### src/rtl/isa_pkg.sv
// RV32I encoding constants, ALU operation codes and the decoded control bundle
// shared by the decoder and the control buffer.
package isa_pkg;

  localparam logic [6:0] OPCODE_LOAD     = 7'b0000011;
  localparam logic [6:0] OPCODE_MISC_MEM = 7'b0001111;
  localparam logic [6:0] OPCODE_OP_IMM   = 7'b0010011;
  localparam logic [6:0] OPCODE_AUIPC    = 7'b0010111;
  localparam logic [6:0] OPCODE_STORE    = 7'b0100011;
  localparam logic [6:0] OPCODE_OP       = 7'b0110011;
  localparam logic [6:0] OPCODE_LUI      = 7'b0110111;
  localparam logic [6:0] OPCODE_BRANCH   = 7'b1100011;
  localparam logic [6:0] OPCODE_JALR     = 7'b1100111;
  localparam logic [6:0] OPCODE_JAL      = 7'b1101111;

  localparam logic [2:0] F3_ADD_SUB = 3'b000;
  localparam logic [2:0] F3_SLL     = 3'b001;
  localparam logic [2:0] F3_SLT     = 3'b010;
  localparam logic [2:0] F3_SLTU    = 3'b011;
  localparam logic [2:0] F3_XOR     = 3'b100;
  localparam logic [2:0] F3_SRL_SRA = 3'b101;
  localparam logic [2:0] F3_OR      = 3'b110;
  localparam logic [2:0] F3_AND     = 3'b111;

  localparam logic [2:0] F3_LB  = 3'b000;
  localparam logic [2:0] F3_LH  = 3'b001;
  localparam logic [2:0] F3_LW  = 3'b010;
  localparam logic [2:0] F3_LBU = 3'b100;
  localparam logic [2:0] F3_LHU = 3'b101;
  localparam logic [2:0] F3_SB  = 3'b000;
  localparam logic [2:0] F3_SH  = 3'b001;
  localparam logic [2:0] F3_SW  = 3'b010;
  localparam logic [2:0] F3_BEQ  = 3'b000;
  localparam logic [2:0] F3_BNE  = 3'b001;
  localparam logic [2:0] F3_BLT  = 3'b100;
  localparam logic [2:0] F3_BGE  = 3'b101;
  localparam logic [2:0] F3_BLTU = 3'b110;
  localparam logic [2:0] F3_BGEU = 3'b111;
  localparam logic [2:0] F3_JALR = 3'b000;

  localparam logic [6:0] F7_BASE = 7'h00;
  localparam logic [6:0] F7_ALT  = 7'h20;

  localparam logic [2:0] ALU_SELECT_NOP        = 3'd0;
  localparam logic [2:0] ALU_SELECT_ARITHMETIC = 3'd1;
  localparam logic [2:0] ALU_SELECT_COMPARE    = 3'd2;

  localparam logic [7:0] ALU_OPERATIONS_NOP  = 8'h00;
  localparam logic [7:0] ALU_OPERATIONS_ADD  = 8'h01;
  localparam logic [7:0] ALU_OPERATIONS_SUB  = 8'h02;
  localparam logic [7:0] ALU_OPERATIONS_AND  = 8'h03;
  localparam logic [7:0] ALU_OPERATIONS_OR   = 8'h04;
  localparam logic [7:0] ALU_OPERATIONS_XOR  = 8'h05;
  localparam logic [7:0] ALU_OPERATIONS_SLL  = 8'h06;
  localparam logic [7:0] ALU_OPERATIONS_SRL  = 8'h07;
  localparam logic [7:0] ALU_OPERATIONS_SRA  = 8'h08;
  localparam logic [7:0] ALU_OPERATIONS_SLT  = 8'h09;
  localparam logic [7:0] ALU_OPERATIONS_SLTU = 8'h0A;

  typedef struct packed {
    logic        regfile_wr_en;
    logic        mem_read;
    logic        mem_write;
    logic        mem_to_reg;
    logic        branch;
    logic        jump;
    logic        rs1_select;
    logic        rs2_select;
    logic [2:0]  alu_select;
    logic [7:0]  alu_operation;
    logic [2:0]  mem_funct3;
    logic [31:0] imm;
    logic [4:0]  rd;
    logic [4:0]  rs1;
    logic [4:0]  rs2;
    logic [31:0] pc;
    logic        illegal;
  } ctrl_t;

  // alt selects SUB for funct3=ADD and SRA for funct3=SRL
  function automatic logic [7:0] alu_op_of(input logic [2:0] f3, input logic alt);
    logic [7:0] op;
    case (f3)
      F3_ADD_SUB: op = alt ? ALU_OPERATIONS_SUB : ALU_OPERATIONS_ADD;
      F3_SLL:     op = ALU_OPERATIONS_SLL;
      F3_SLT:     op = ALU_OPERATIONS_SLT;
      F3_SLTU:    op = ALU_OPERATIONS_SLTU;
      F3_XOR:     op = ALU_OPERATIONS_XOR;
      F3_SRL_SRA: op = alt ? ALU_OPERATIONS_SRA : ALU_OPERATIONS_SRL;
      F3_OR:      op = ALU_OPERATIONS_OR;
      F3_AND:     op = ALU_OPERATIONS_AND;
      default:    op = ALU_OPERATIONS_NOP;
    endcase
    return op;
  endfunction

endpackage

### src/rtl/control_decode.sv
// Combinational RV32I decoder: instruction + pc to a full control bundle,
// including immediate generation and illegal-encoding detection.
module control_decode
  import isa_pkg::*;
(
  input  logic [31:0] instruction,
  input  logic [31:0] pc,
  output ctrl_t       ctrl_c
);

  logic [6:0]  opcode;
  logic [2:0]  f3;
  logic [6:0]  f7;
  logic [31:0] imm_i, imm_s, imm_b, imm_u, imm_j;
  logic        bad;
  ctrl_t       d;

  always_comb begin
    opcode = instruction[6:0];
    f3     = instruction[14:12];
    f7     = instruction[31:25];
    imm_i  = {{20{instruction[31]}}, instruction[31:20]};
    imm_s  = {{20{instruction[31]}}, instruction[31:25], instruction[11:7]};
    imm_b  = {{19{instruction[31]}}, instruction[31], instruction[7],
              instruction[30:25], instruction[11:8], 1'b0};
    imm_u  = {instruction[31:12], 12'b0};
    imm_j  = {{11{instruction[31]}}, instruction[31], instruction[19:12],
              instruction[20], instruction[30:21], 1'b0};
    bad    = 1'b0;
    d      = '0;
    d.pc   = pc;
    d.rd   = instruction[11:7];
    d.rs1  = instruction[19:15];
    d.rs2  = instruction[24:20];

    case (opcode)
      OPCODE_OP: begin
        d.regfile_wr_en = 1'b1;
        d.alu_select    = ALU_SELECT_ARITHMETIC;
        d.alu_operation = alu_op_of(f3, f7[5]);
        bad = !((f7 == F7_BASE) ||
                ((f7 == F7_ALT) && ((f3 == F3_ADD_SUB) || (f3 == F3_SRL_SRA))));
      end
      OPCODE_OP_IMM: begin
        d.regfile_wr_en = 1'b1;
        d.rs2_select    = 1'b1;
        d.imm           = imm_i;
        d.alu_select    = ALU_SELECT_ARITHMETIC;
        // upper immediate bits double as funct7 only for the shift forms
        d.alu_operation = alu_op_of(f3, (f3 == F3_SRL_SRA) && instruction[30]);
        if (f3 == F3_SLL)
          bad = (f7 != F7_BASE);
        else if (f3 == F3_SRL_SRA)
          bad = (f7 != F7_BASE) && (f7 != F7_ALT);
      end
      OPCODE_LOAD: begin
        d.regfile_wr_en = 1'b1;
        d.mem_read      = 1'b1;
        d.mem_to_reg    = 1'b1;
        d.rs2_select    = 1'b1;
        d.imm           = imm_i;
        d.alu_select    = ALU_SELECT_ARITHMETIC;
        d.alu_operation = ALU_OPERATIONS_ADD;
        d.mem_funct3    = f3;
        bad = !(f3 inside {F3_LB, F3_LH, F3_LW, F3_LBU, F3_LHU});
      end
      OPCODE_STORE: begin
        d.mem_write     = 1'b1;
        d.rs2_select    = 1'b1;
        d.imm           = imm_s;
        d.alu_select    = ALU_SELECT_ARITHMETIC;
        d.alu_operation = ALU_OPERATIONS_ADD;
        d.mem_funct3    = f3;
        bad = !(f3 inside {F3_SB, F3_SH, F3_SW});
      end
      OPCODE_BRANCH: begin
        d.branch        = 1'b1;
        d.imm           = imm_b;
        d.alu_select    = ALU_SELECT_COMPARE;
        d.alu_operation = 8'(f3);
        bad = !(f3 inside {F3_BEQ, F3_BNE, F3_BLT, F3_BGE, F3_BLTU, F3_BGEU});
      end
      OPCODE_JAL: begin
        d.regfile_wr_en = 1'b1;
        d.jump          = 1'b1;
        d.rs1_select    = 1'b1;
        d.rs2_select    = 1'b1;
        d.imm           = imm_j;
        d.alu_select    = ALU_SELECT_ARITHMETIC;
        d.alu_operation = ALU_OPERATIONS_ADD;
      end
      OPCODE_JALR: begin
        d.regfile_wr_en = 1'b1;
        d.jump          = 1'b1;
        d.rs2_select    = 1'b1;
        d.imm           = imm_i;
        d.alu_select    = ALU_SELECT_ARITHMETIC;
        d.alu_operation = ALU_OPERATIONS_ADD;
        bad = (f3 != F3_JALR);
      end
      OPCODE_LUI: begin
        d.regfile_wr_en = 1'b1;
        d.rs1           = 5'd0;
        d.rs2_select    = 1'b1;
        d.imm           = imm_u;
        d.alu_select    = ALU_SELECT_ARITHMETIC;
        d.alu_operation = ALU_OPERATIONS_ADD;
      end
      OPCODE_AUIPC: begin
        d.regfile_wr_en = 1'b1;
        d.rs1_select    = 1'b1;
        d.rs2_select    = 1'b1;
        d.imm           = imm_u;
        d.alu_select    = ALU_SELECT_ARITHMETIC;
        d.alu_operation = ALU_OPERATIONS_ADD;
      end
      OPCODE_MISC_MEM: ;
      default: bad = 1'b1;
    endcase

    // illegal entries keep only their address and register fields
    if (bad) begin
      d         = '0;
      d.illegal = 1'b1;
      d.pc      = pc;
      d.rd      = instruction[11:7];
      d.rs1     = instruction[19:15];
      d.rs2     = instruction[24:20];
    end
    if (d.rd == 5'd0)
      d.regfile_wr_en = 1'b0;
    ctrl_c = d;
  end

endmodule

### src/rtl/control_decode_pipe.sv
// Fetch-to-execute control stage: decodes each accepted instruction and holds
// the bundles in a DEPTH-entry circular queue with valid/ready and flush.
module control_decode_pipe
  import isa_pkg::*;
#(
  parameter int unsigned DEPTH     = 2,
  parameter int unsigned ILL_CNT_W = 16
) (
  input  logic                 clk,
  input  logic                 rst,
  input  logic                 in_valid,
  output logic                 in_ready,
  input  logic [31:0]          instruction,
  input  logic [31:0]          pc,
  input  logic                 flush,
  output logic                 out_valid,
  input  logic                 out_ready,
  output ctrl_t                ctrl,
  output logic [ILL_CNT_W-1:0] illegal_count
);

  localparam int unsigned PTR_W = (DEPTH > 1) ? $clog2(DEPTH) : 1;
  localparam int unsigned CNT_W = $clog2(DEPTH + 1);

  ctrl_t             mem [DEPTH];
  ctrl_t             dec_c;
  ctrl_t             head_nxt_c;
  logic [PTR_W-1:0]  wr_ptr, rd_ptr, wr_nxt_c, rd_nxt_c;
  logic [CNT_W-1:0]  count, cnt_nxt_c;
  logic              push_c, pop_c;

  function automatic logic [PTR_W-1:0] ptr_inc(input logic [PTR_W-1:0] p);
    return (p == PTR_W'(DEPTH - 1)) ? '0 : p + PTR_W'(1);
  endfunction

  control_decode u_decode (
    .instruction (instruction),
    .pc          (pc),
    .ctrl_c      (dec_c)
  );

  // Next queue state; flush wins over push and pop.
  always_comb begin
    push_c    = in_valid && in_ready && !flush;
    pop_c     = out_valid && out_ready && !flush;
    wr_nxt_c  = wr_ptr;
    rd_nxt_c  = rd_ptr;
    cnt_nxt_c = count;
    if (flush) begin
      wr_nxt_c  = '0;
      rd_nxt_c  = '0;
      cnt_nxt_c = '0;
    end else begin
      if (push_c)
        wr_nxt_c = ptr_inc(wr_ptr);
      if (pop_c)
        rd_nxt_c = ptr_inc(rd_ptr);
      if (push_c && !pop_c)
        cnt_nxt_c = count + CNT_W'(1);
      else if (!push_c && pop_c)
        cnt_nxt_c = count - CNT_W'(1);
    end
    // new head is the entry being written this cycle when the slots coincide
    head_nxt_c = (push_c && (rd_nxt_c == wr_ptr)) ? dec_c : mem[rd_nxt_c];
  end

  always_ff @(posedge clk) begin
    if (push_c)
      mem[wr_ptr] <= dec_c;
  end

  always_ff @(posedge clk) begin
    if (rst) begin
      wr_ptr        <= '0;
      rd_ptr        <= '0;
      count         <= '0;
      in_ready      <= 1'b1;
      out_valid     <= 1'b0;
      ctrl          <= '0;
      illegal_count <= '0;
    end else begin
      wr_ptr    <= wr_nxt_c;
      rd_ptr    <= rd_nxt_c;
      count     <= cnt_nxt_c;
      in_ready  <= (cnt_nxt_c < CNT_W'(DEPTH));
      out_valid <= (cnt_nxt_c != '0);
      ctrl      <= head_nxt_c;
      if (push_c && dec_c.illegal && !(&illegal_count))
        illegal_count <= illegal_count + ILL_CNT_W'(1);
    end
  end

endmodule

### config.mk
export PLATFORM = sky130hd
export DESIGN_NAME = control_decode_pipe
export DESIGN_NICKNAME = d
export VERILOG_FILES = /design/src/rtl/isa_pkg.sv /design/src/rtl/control_decode.sv /design/src/rtl/control_decode_pipe.sv
export SDC_FILE = /design/constraint.sdc
export NUM_CORES = 1
export LEC_CHECK = 0
export CORE_MARGIN = 1.5
export CORE_UTILIZATION = 39
export DETAILED_ROUTE_END_ITERATION = 16
export PLACE_DENSITY_LB_ADDON = 0.15
export SYNTH_ARGS = -nofsm -noshare
export SYNTH_HDL_FRONTEND = slang
export SYNTH_SLANG_ARGS = --single-unit
### constraint.sdc
create_clock -name clk -period 7.85 [get_ports clk]
set_clock_uncertainty 0.05 [all_clocks]
set_input_delay 1.9625 -clock clk [delete_from_list [all_inputs] [get_ports clk]]
set_output_delay 1.9625 -clock clk [all_outputs]
set_load 0.1 [all_outputs]
==> results of run 1 <==
registers in the layout, summed over array words and instances, names as in the netlist:
name	count
mem	190
ctrl	95
illegal_count	16
count	2
in_ready	1
out_valid	1
rd_ptr	1
wr_ptr	1
Yosys cell counts, drive strengths merged (2+ instances only):
cell	n	area share (%)
nand4b	2	0.15
inv	9	0.28
o21a	9	0.56
a311oi	53	3.9
nor2	96	3.0
edfxtp	190	48
a22oi	5	0.31
a31oi	14	0.73
nor3	13	0.54
mux2	3	0.28
o22ai	27	2.5
and3	10	0.52
dfxtp	117	20
o21ai	13	0.54
o211ai	2	0.13
nor3b	2	0.13
and2	17	0.89
clkbuf	57	1.8
o41ai	3	0.22
xnor2	4	0.29
nor4	3	0.16
or4	9	0.59
o31ai	10	0.63
nand2b	7	0.37
a21oi	46	1.9
nand3b	4	0.25
mux2i	26	2.2
buf	24	1.2
nand4	3	0.16
nand2	159	5.0
nor2b	8	0.42
a41o	7	0.58
o2111ai	2	0.15
and4	2	0.15
or2	4	0.21
or3	4	0.21
nand3	9	0.38
power by group:
part           switching (mW)  total, mW  internal [mW]
Sequential             0.0223       1.80           1.78
Clock                   0.636       1.65           1.02
Combinational           0.494      0.651          0.157
layer usage:
| layer | vias up | wire length, um | track usage (%) |
|---|---|---|---|
| li1 | 3979 | - | - |
| met1 | 4063 | 13800 | 26.3 |
| met2 | 268 | 13600 | 29.6 |
| met3 | 52 | 1870 | 3.30 |
| met4 | 0 | 728 | 5.56 |
| met5 | - | 0 | 0 |
cell families (layout without fill, tap and decap cells):
kind of cell,count (synthesis),in the layout,synth area share (%)
and+or+nand+nor,357,357,13.5
DFF,307,307,67.1
AOI/OAI and AO/OA,203,203,13.0
buffers and inverters,90,267,3.28
muxes,29,29,2.45
xor gates and xnor gates,6,6,0.553
adders and majority gates,1,1,0.104
other,1,6,0.0313
per-stage QoR:
stage	utilization, %	hold WS [ps]	area [um^2]	setup slack, ps	instances
final	50.2	446	15300	2640	1572
after global routing	50.2	471	15300	2370	1571
after CTS	50.2	449	15300	2680	1571
after detailed placement	46.3	440	14100	2170	1507
after global placement	46.3	430	14100	2230	1507
after floorplan	-	427	12000	836	998
final cells by class:
type / count / share of cell area, %
multi-input combinational: 601 / 23.5
clock inverter: 17 / 1.50
sequential: 307 / 52.7
clock buffer: 47 / 6.17
antenna: 1 / 0.0164
inverter: 9 / 0.221
tap: 396 / 3.25
timing repair buffer: 194 / 12.6
worst register-to-register path: stages, from the launching register on:
cell and delay [ps]:
sky130_fd_sc_hd__dfxtp_1 440, sky130_fd_sc_hd__xnor3_1 490, sky130_fd_sc_hd__nand2_4 510, sky130_fd_sc_hd__buf_4 750
sky130_fd_sc_hd__or4_4 560, sky130_fd_sc_hd__o22ai_1 150
worst max path at each step:
stage,from,end,slack (ps),cells after the start
after detailed placement,instruction[5],ctrl[48]$_SDFF_PP0_,2170,8
final,instruction[5],ctrl[48]$_SDFF_PP0_,2640,8
after global routing,instruction[5],ctrl[48]$_SDFF_PP0_,2370,8
after floorplan,in_valid,mem[0][0]$_DFFE_PP_,840,3
after CTS,instruction[5],ctrl[48]$_SDFF_PP0_,2680,8
after global placement,instruction[5],ctrl[50]$_SDFF_PP0_,2230,8
==> results.cfg, run 1 <==
[run_status]
outcome = finished, final reports clean

[clocking]
worstSkewPairLatency_ps = 510
clkSlewWorstSetupHoldPaths_ps = 60
clock_tree.root_cell = sky130_fd_sc_hd__clkbuf_16
cts.repair.resized = 0
post_cts.repair.setup_buffers = 0
clock_tree_from_tritoncts = yes
hold_buffers = 0
clockBufferDepth = 3
tritoncts.num_buffers = 35
clkSinkCount = 307
cts-htree-levels = 2

[drt]
post-route-drc-count = 0
drt_first_pass_iters = 5
vias = 8362
post_drt_wl_per_cell_um = 19.1
drt_first_iter_violations = 526
postRouteWirelength_um = 30100
drt-vias-per-instance = 5.32
drt.antenna.violating_nets = 0

[floorplanning]
die-width_um = 178
floorplan.die_area_um2 = 31800
initial_core_util_pct = 39.4
chipHeight_um = 178
design.core.area_um2 = 30400
pin_count = 189
rows = 64

[worst_setup_path]
worst_reg2reg_path_startpoint = wr_ptr$_SDFFE_PP0P_
rrSetupSlack_ps = 4730
type_of_the_worst_setup_path = in -> reg
cp_cell_sequence = clkdlybuf4s50_1 > nand3b_1 > nor3_1 > a22oi_1 > o2111a_1 > inv_2 > or4_4 > o22ai_1
cp_slowest_stage_delay_ps = 790
crit_path_end_kind = flip-flop
timing.critical_path.arrival_ps = 5560
worst-path-buf-inv = 2
start_kind = input port
critical-path-top-delay-family = simple AND/OR/NAND/NOR gates
crit_slowest_cell = sky130_fd_sc_hd__or4_4
worst-path-max-fanout = 24
critPathRequiredTime_ps = 8200
rr_endpoint = ctrl[48]$_SDFF_PP0_
worstRegToRegCells = 5

[timing]
final_max_slew_viol_count = 0
rsz0062_at_grt = false
worst-slew-pin-transition_ps = 1140
finalWorstPathRequiredPeriod_ps = 5210
timing.max_slew.rel_slack_pct = 23.4
period_share_pct = 66.4
finalSetupViolations = 0
aggregate_negative_setup_slack_ps = 0
max_freq_mhz = 192
final-hold-violation-count = 0

[power]
irDropWorstVdd_mv = 0.150
power.leakage_nw = 5.32
totalPowerFinal_mw = 4.11
powerDensity_nw_per_um2 = 269

[final_layout]
syn2layout_area_growth_pct = 27.3
layout.cells.most_common = sky130_fd_sc_hd__edfxtp_1
drive_above_1_share_pct = 8.26
n_fill_cell = 2724
multi_input_comb_area_um2 = 3590
area.sequential_um2 = 8050
most-common-layout-cells = sky130_fd_sc_hd__edfxtp_1, sky130_fd_sc_hd__clkdlybuf4s50_1, sky130_fd_sc_hd__nand2_1
nets_finish = 1218

[synthesis]
yosysWarnings = 0
postSynthCellCount = 994
syn-cell-area_um2 = 12000
ys_ff_latch = 307
synth_enable_flop_cells = 190
synth_async_sr_flop_share_pct = 0
synth.avg_cell_area_um2 = 12.1
dominantRegCellSynth = sky130_fd_sc_hd__edfxtp_1
synth_sequential_area_ratio_pct = 67.1
synth.distinct_cells = 65

[min_path]
min_path_type = reg -> reg
count_of_cells_along_the_worst_hold_path = 2
min-delay-start = illegal_count[12]$_SDFFE_PP0P_
worst_hold_path.endpoint = illegal_count[12]$_SDFFE_PP0P_

[global_routing]
grt_max_degree = 96
grt_antenna_before_repair = 1
grt_use_total_pct = 18.7
first_global_vias = 7995
grt_ovf = 0
grt_first_pass_wirelength_um = 45700

[placed_design]
dp.final_hpwl_um = 18200
gpl.final_weighted_congestion = 0.845
buffer_ports.inserted = 183

[job]
cap_viol_max_count = 0
Power figures use the tool's default switching activity.
==> run 2: changes to the inputs <==
==> constraint.sdc (replaced) <==
create_clock -name clk -period 5.1 [get_ports clk]
set_clock_uncertainty 0.05 [all_clocks]
set_input_delay 1.275 -clock clk [delete_from_list [all_inputs] [get_ports clk]]
set_output_delay 1.275 -clock clk [all_outputs]
set_load 0.1 [all_outputs]
==> run 2 against run 1 <==
Compared with the run above: core utilization increased by 0.090 points; non-clock buffer count up 9; highest routed layer unchanged; combinational power grew 55%; via count is 0.77% lower; largest power group unchanged; die area unchanged.
==> results.cfg, run 2 (synthesis results as in run 1) <==
[placed_design]
dp.final_hpwl_um = 18800
gpl.final_weighted_congestion = 0.900
buffer_ports.inserted = 183
total_placed_instance_area_um2 = 14200

[drt]
drt_first_pass_iters = 5
vias = 8298
drt_first_iter_violations = 650
drt.antenna.violating_nets = 0
postRouteWirelength_um = 30200
post-route-drc-count = 0
post_drt_wl_per_cell_um = 19.1
drt-vias-per-instance = 5.27

[timing]
rsz0062_at_grt = false
finalWorstPathRequiredPeriod_ps = 4110
final-hold-violation-count = 0
worst-slew-pin-transition_ps = 1110
final_max_slew_viol_count = 0
aggregate_negative_setup_slack_ps = 0
timing.max_slew.rel_slack_pct = 25.9
max_freq_mhz = 243
period_share_pct = 80.6
finalSetupViolations = 0

[clocking]
clock_tree_from_tritoncts = yes
cts-htree-levels = 2
cts.repair.resized = 0
worstSkewPairLatency_ps = 500
clock_tree.root_cell = sky130_fd_sc_hd__clkbuf_16
clkSinkCount = 307
clockBufferDepth = 3
tritoncts.num_buffers = 34
clkSlewWorstSetupHoldPaths_ps = 60
post_cts.repair.setup_buffers = 0
hold_buffers = 0

[floorplanning]
pin_count = 189
chipHeight_um = 178
floorplan.die_area_um2 = 31800
design.core.area_um2 = 30400
rows = 64
die-width_um = 178
initial_core_util_pct = 39.4

[final_layout]
antennaDiodeCount = 0
final_design_area_no_fill_um2 = 15300
largestRegisters = mem x190, ctrl x95, illegal_count x16
syn2layout_area_growth_pct = 27.5
largest_register_ff_count = 190
n_fill_cell = 2722
drive_above_1_share_pct = 8.82
nets_finish = 1226
most-common-layout-cells = sky130_fd_sc_hd__edfxtp_1, sky130_fd_sc_hd__clkdlybuf4s50_1, sky130_fd_sc_hd__nand2_1
register_bank_with_the_most_flops = mem
layout.cells.most_common = sky130_fd_sc_hd__edfxtp_1

[power]
p_clk_share_pct = 38.5
power.leakage_nw = 5.34
swShare_pct = 28.5
power_switching_mw = 1.75
fraction_of_power_consumed_by_sequential_logic_pct = 45.1
comb_power_share_pct = 16.4
internal_power_of_the_cells_mw = 4.41
powerDensity_nw_per_um2 = 403
irDropWorstVdd_mv = 0.205

[min_path]
min_path_type = reg -> reg
count_of_cells_along_the_worst_hold_path = 2
min-delay-start = illegal_count[12]$_SDFFE_PP0P_
worst_hold_path.endpoint = illegal_count[12]$_SDFFE_PP0P_

[worst_setup_path]
cp_slowest_stage_delay_ps = 910
rr_endpoint = illegal_count[6]$_SDFFE_PP0P_
worst-path-max-fanout = 24
crit_path_end_kind = flip-flop
start_kind = input port
worst_reg2reg_path_startpoint = illegal_count[0]$_SDFFE_PP0P_
timing.critical_path.arrival_ps = 4490
cp_cell_sequence = clkdlybuf4s50_1 > inv_1 > or2_0 > a31oi_1 > o2111a_1 > inv_2 > or4_4 > o22ai_1
worstRegToRegCells = 6
critPathRequiredTime_ps = 5480
crit_slowest_cell = sky130_fd_sc_hd__clkdlybuf4s50_1
type_of_the_worst_setup_path = in -> reg
rrSetupSlack_ps = 2760

[global_routing]
grt_max_degree = 99
grt_antenna_before_repair = 0
grt_ovf = 0
grt_first_pass_wirelength_um = 46500
grt_use_total_pct = 19.0
first_global_vias = 8059

[run_status]
outcome = finished, final reports clean

[job]
cap_viol_max_count = 0
[run 2: layout make-up]
class | instances | area (um^2) | share of cell area, %
sequential | 307 | 8050 | 52.6
multi-input combinational | 601 | 3590 | 23.5
timing repair buffer | 203 | 2040 | 13.4
clock buffer | 50 | 1000 | 6.55
tap | 396 | 495 | 3.24
clock inverter | 9 | 81.3 | 0.532
inverter | 9 | 33.8 | 0.221
[run 2: critical path, delay by kind of cell]
| family | cells | cell delay (ps) |
|---|---|---|
| buffers and inverters | 3 | 1250 |
| and+or+nand+nor | 2 | 1010 |
| AOI/OAI and AO/OA | 3 | 910 |
[run 2: power groups by stage]
stage               logic (mW)  clock network (mW)  registers [mW]
global placement          1.01                   0            2.83
CTS                       1.02                2.43            2.78
global route              1.06                2.53            2.79
finish                    1.01                2.37            2.78
detailed placement        1.01                   0            2.83
floorplan                0.248                   0            3.30
[run 2: metal layers]
layer  global-route usage (%)  up-vias  wire, um
li1                         -     3974         -
met1                     27.2     4067     14300
met2                     30.4      220     13900
met3                     3.15       37      1480
met4                     4.24        0       444
met5                        0        -         0
[run 2: worst max path at each step]
stage                     slack [ps]             endpoint  cells after the start      startpoint
after detailed placement         530  ctrl[48]$_SDFF_PP0_                      8  instruction[5]
after global routing             790  ctrl[48]$_SDFF_PP0_                      9  instruction[5]
final                            990  ctrl[49]$_SDFF_PP0_                      8  instruction[5]
after global placement           630  ctrl[51]$_SDFF_PP0_                      8  instruction[5]
after CTS                       1030  ctrl[48]$_SDFF_PP0_                      8  instruction[5]
after floorplan                  380  mem[0][0]$_DFFE_PP_                      3        in_valid
[run 2: stage by stage]
step / worst slack, ps / util, % / hold slack [ps] / std cells / power (mW)
6_report: 992 / 50.3 / 441 / 1575 / 6.16
2_1_floorplan: 376 / - / 427 / 998 / 3.55
5_1_grt: 790 / 50.3 / 469 / 1575 / 6.38
3_5_place_dp: 529 / 46.7 / 435 / 1516 / 3.84
3_3_place_gp: 630 / 46.7 / 429 / 1516 / 3.84
4_1_cts: 1030 / 50.3 / 443 / 1575 / 6.23
==> run 3: changes to the inputs <==
==> constraint.sdc (replaced) <==
create_clock -name clk -period 4 [get_ports clk]
set_clock_uncertainty 0.05 [all_clocks]
set_input_delay 1 -clock clk [delete_from_list [all_inputs] [get_ports clk]]
set_output_delay 1 -clock clk [all_outputs]
set_load 0.1 [all_outputs]
==> run 3 against run 2 <==
Compared with the run above: count of clock-buffer cells in the layout shrank 2; routed wire length is 0.63% higher; global-route usage is 0.21 points lower; total power increased by 27%; non-clock buffer count increased by 17; sequential cell count unchanged; critical path depth did not move; setup slack got worse by 270 ps; highest routed layer unchanged; sequential power up 27%.
==> results.cfg, run 3 (synthesis results as in run 1) <==
[final_layout]
largestRegisters = mem x190, ctrl x95, illegal_count x16
syn2layout_area_growth_pct = 29.1
layout.cells.most_common = sky130_fd_sc_hd__edfxtp_1
drive_above_1_share_pct = 9.99
antennaDiodeCount = 0
final_design_area_no_fill_um2 = 15500
nets_finish = 1244
register_bank_with_the_most_flops = mem
most-common-layout-cells = sky130_fd_sc_hd__edfxtp_1, sky130_fd_sc_hd__clkdlybuf4s50_1, sky130_fd_sc_hd__nand2_1
largest_register_ff_count = 190
final_core_utilization_pct = 50.9

[min_path]
min-delay-start = mem[0][75]$_DFFE_PP_
count_of_cells_along_the_worst_hold_path = 2
min_path_type = reg -> reg

[global_routing]
grt_max_degree = 127
grt_first_pass_wirelength_um = 46000
grt_use_total_pct = 18.8
grt_antenna_before_repair = 0
first_global_vias = 8066
grt_ovf = 0

[timing]
finalWorstPathRequiredPeriod_ps = 3280
worst-slew-pin-transition_ps = 1180
period_share_pct = 82.0
aggregate_negative_setup_slack_ps = 0
rsz0062_at_grt = false
hold_ws_ps = 453
finalSetupViolations = 0
final-hold-violation-count = 0
final_max_slew_viol_count = 0
timing.max_slew.rel_slack_pct = 21.0
max_freq_mhz = 305

[worst_setup_path]
type_of_the_worst_setup_path = in -> reg
timing.critical_path.arrival_ps = 3660
worst_reg2reg_path_startpoint = illegal_count[4]$_SDFFE_PP0P_
crit_path_end_kind = flip-flop
startpoint = instruction[6]
start_kind = input port
rrSetupSlack_ps = 1640
critPathRequiredTime_ps = 4380
worstRegToRegCells = 6
worst-path-max-fanout = 24

[floorplanning]
die-width_um = 178
design.core.area_um2 = 30400
floorplan.die_area_um2 = 31800
pin_count = 189
chipHeight_um = 178
initial_core_util_pct = 39.4
rows = 64

[placed_design]
total_placed_instance_area_um2 = 14400
dp.final_hpwl_um = 18900
buffer_ports.inserted = 183
gpl.final_weighted_congestion = 0.874

[job]
cap_viol_max_count = 0

[run_status]
outcome = finished, final reports clean

[clocking]
clock_tree_from_tritoncts = yes
post_cts.repair.setup_buffers = 0
clockBufferDepth = 3
worstSkewPairLatency_ps = 520
clock_tree.root_cell = sky130_fd_sc_hd__clkbuf_16
clkSlewWorstSetupHoldPaths_ps = 60
clkSinkCount = 307
cts.repair.resized = 0
tritoncts.num_buffers = 35
cts-htree-levels = 2
hold_buffers = 0

[power]
irDropWorstVdd_mv = 0.273
powerDensity_nw_per_um2 = 507
power.leakage_nw = 5.44

[drt]
vias = 8488
drt_first_pass_iters = 5
postRouteWirelength_um = 30300
post_drt_wl_per_cell_um = 19.0
drt-vias-per-instance = 5.31
drt.antenna.violating_nets = 0
drt_first_iter_violations = 506
post-route-drc-count = 0
## run 3: cell types whose count changed in the layout (fill, tap and decap cells not counted)
cell                        change
sky130_fd_sc_hd__buf_12         +5
sky130_fd_sc_hd__clkbuf_1       +3
sky130_fd_sc_hd__clkinv_8       +1
sky130_fd_sc_hd__clkinv_1       +3
sky130_fd_sc_hd__clkbuf_8       -6
sky130_fd_sc_hd__clkinv_2       +4
sky130_fd_sc_hd__inv_6          -1
sky130_fd_sc_hd__buf_4         +12
sky130_fd_sc_hd__clkbuf_16      +1
## run 3: cell type report
| type | count | area (um^2) |
|---|---|---|
| Fill cell | 2718 | 15000 |
| Sequential cell | 307 | 8050 |
| Multi-Input combinational cell | 601 | 3590 |
| Timing Repair Buffer | 220 | 2230 |
| Clock buffer | 48 | 956 |
| Tap cell | 396 | 495 |
| Clock inverter | 16 | 120 |
| Inverter | 9 | 33.8 |
## run 3: worst max-delay path: stages
cell and delay, ps:
sky130_fd_sc_hd__clkdlybuf4s50_1 780, sky130_fd_sc_hd__nand3b_1 190, sky130_fd_sc_hd__o211ai_1 110, sky130_fd_sc_hd__a22oi_1 230
sky130_fd_sc_hd__o2111a_1 320, sky130_fd_sc_hd__inv_2 50, sky130_fd_sc_hd__or4_4 730, sky130_fd_sc_hd__o22ai_2 240
## run 3: routing by layer
| metal | routed length, um | GRT usage, % |
|---|---|---|
| met5 | 0 | 0 |
| met4 | 602 | 4.93 |
| met3 | 1570 | 3.09 |
| met2 | 14200 | 30.3 |
| met1 | 14000 | 26.5 |
## run 3: where the power goes
group	switching (mW)	internal [mW]	total [mW]
sequential	0.0443	3.50	3.54
combinational	0.978	0.333	1.31
clock	1.24	1.75	2.99
total	2.27	5.58	7.85
## run 3: final timing paths
check                                       end
setup / recovery            ctrl[68]$_SDFF_PP0_
hold / removal              ctrl[75]$_SDFF_PP0_
setup reg to reg  illegal_count[3]$_SDFFE_PP0P_
hold reg to reg             ctrl[75]$_SDFF_PP0_
## run 3: per-stage QoR
stage | instances | setup slack [ps] | power (mW)
2_1_floorplan | 998 | 501 | 4.53
3_3_place_gp | 1533 | 277 | 4.92
5_1_grt | 1597 | 570 | 8.12
4_1_cts | 1597 | 706 | 7.93
3_5_place_dp | 1533 | 234 | 4.92
6_report | 1597 | 718 | 7.85
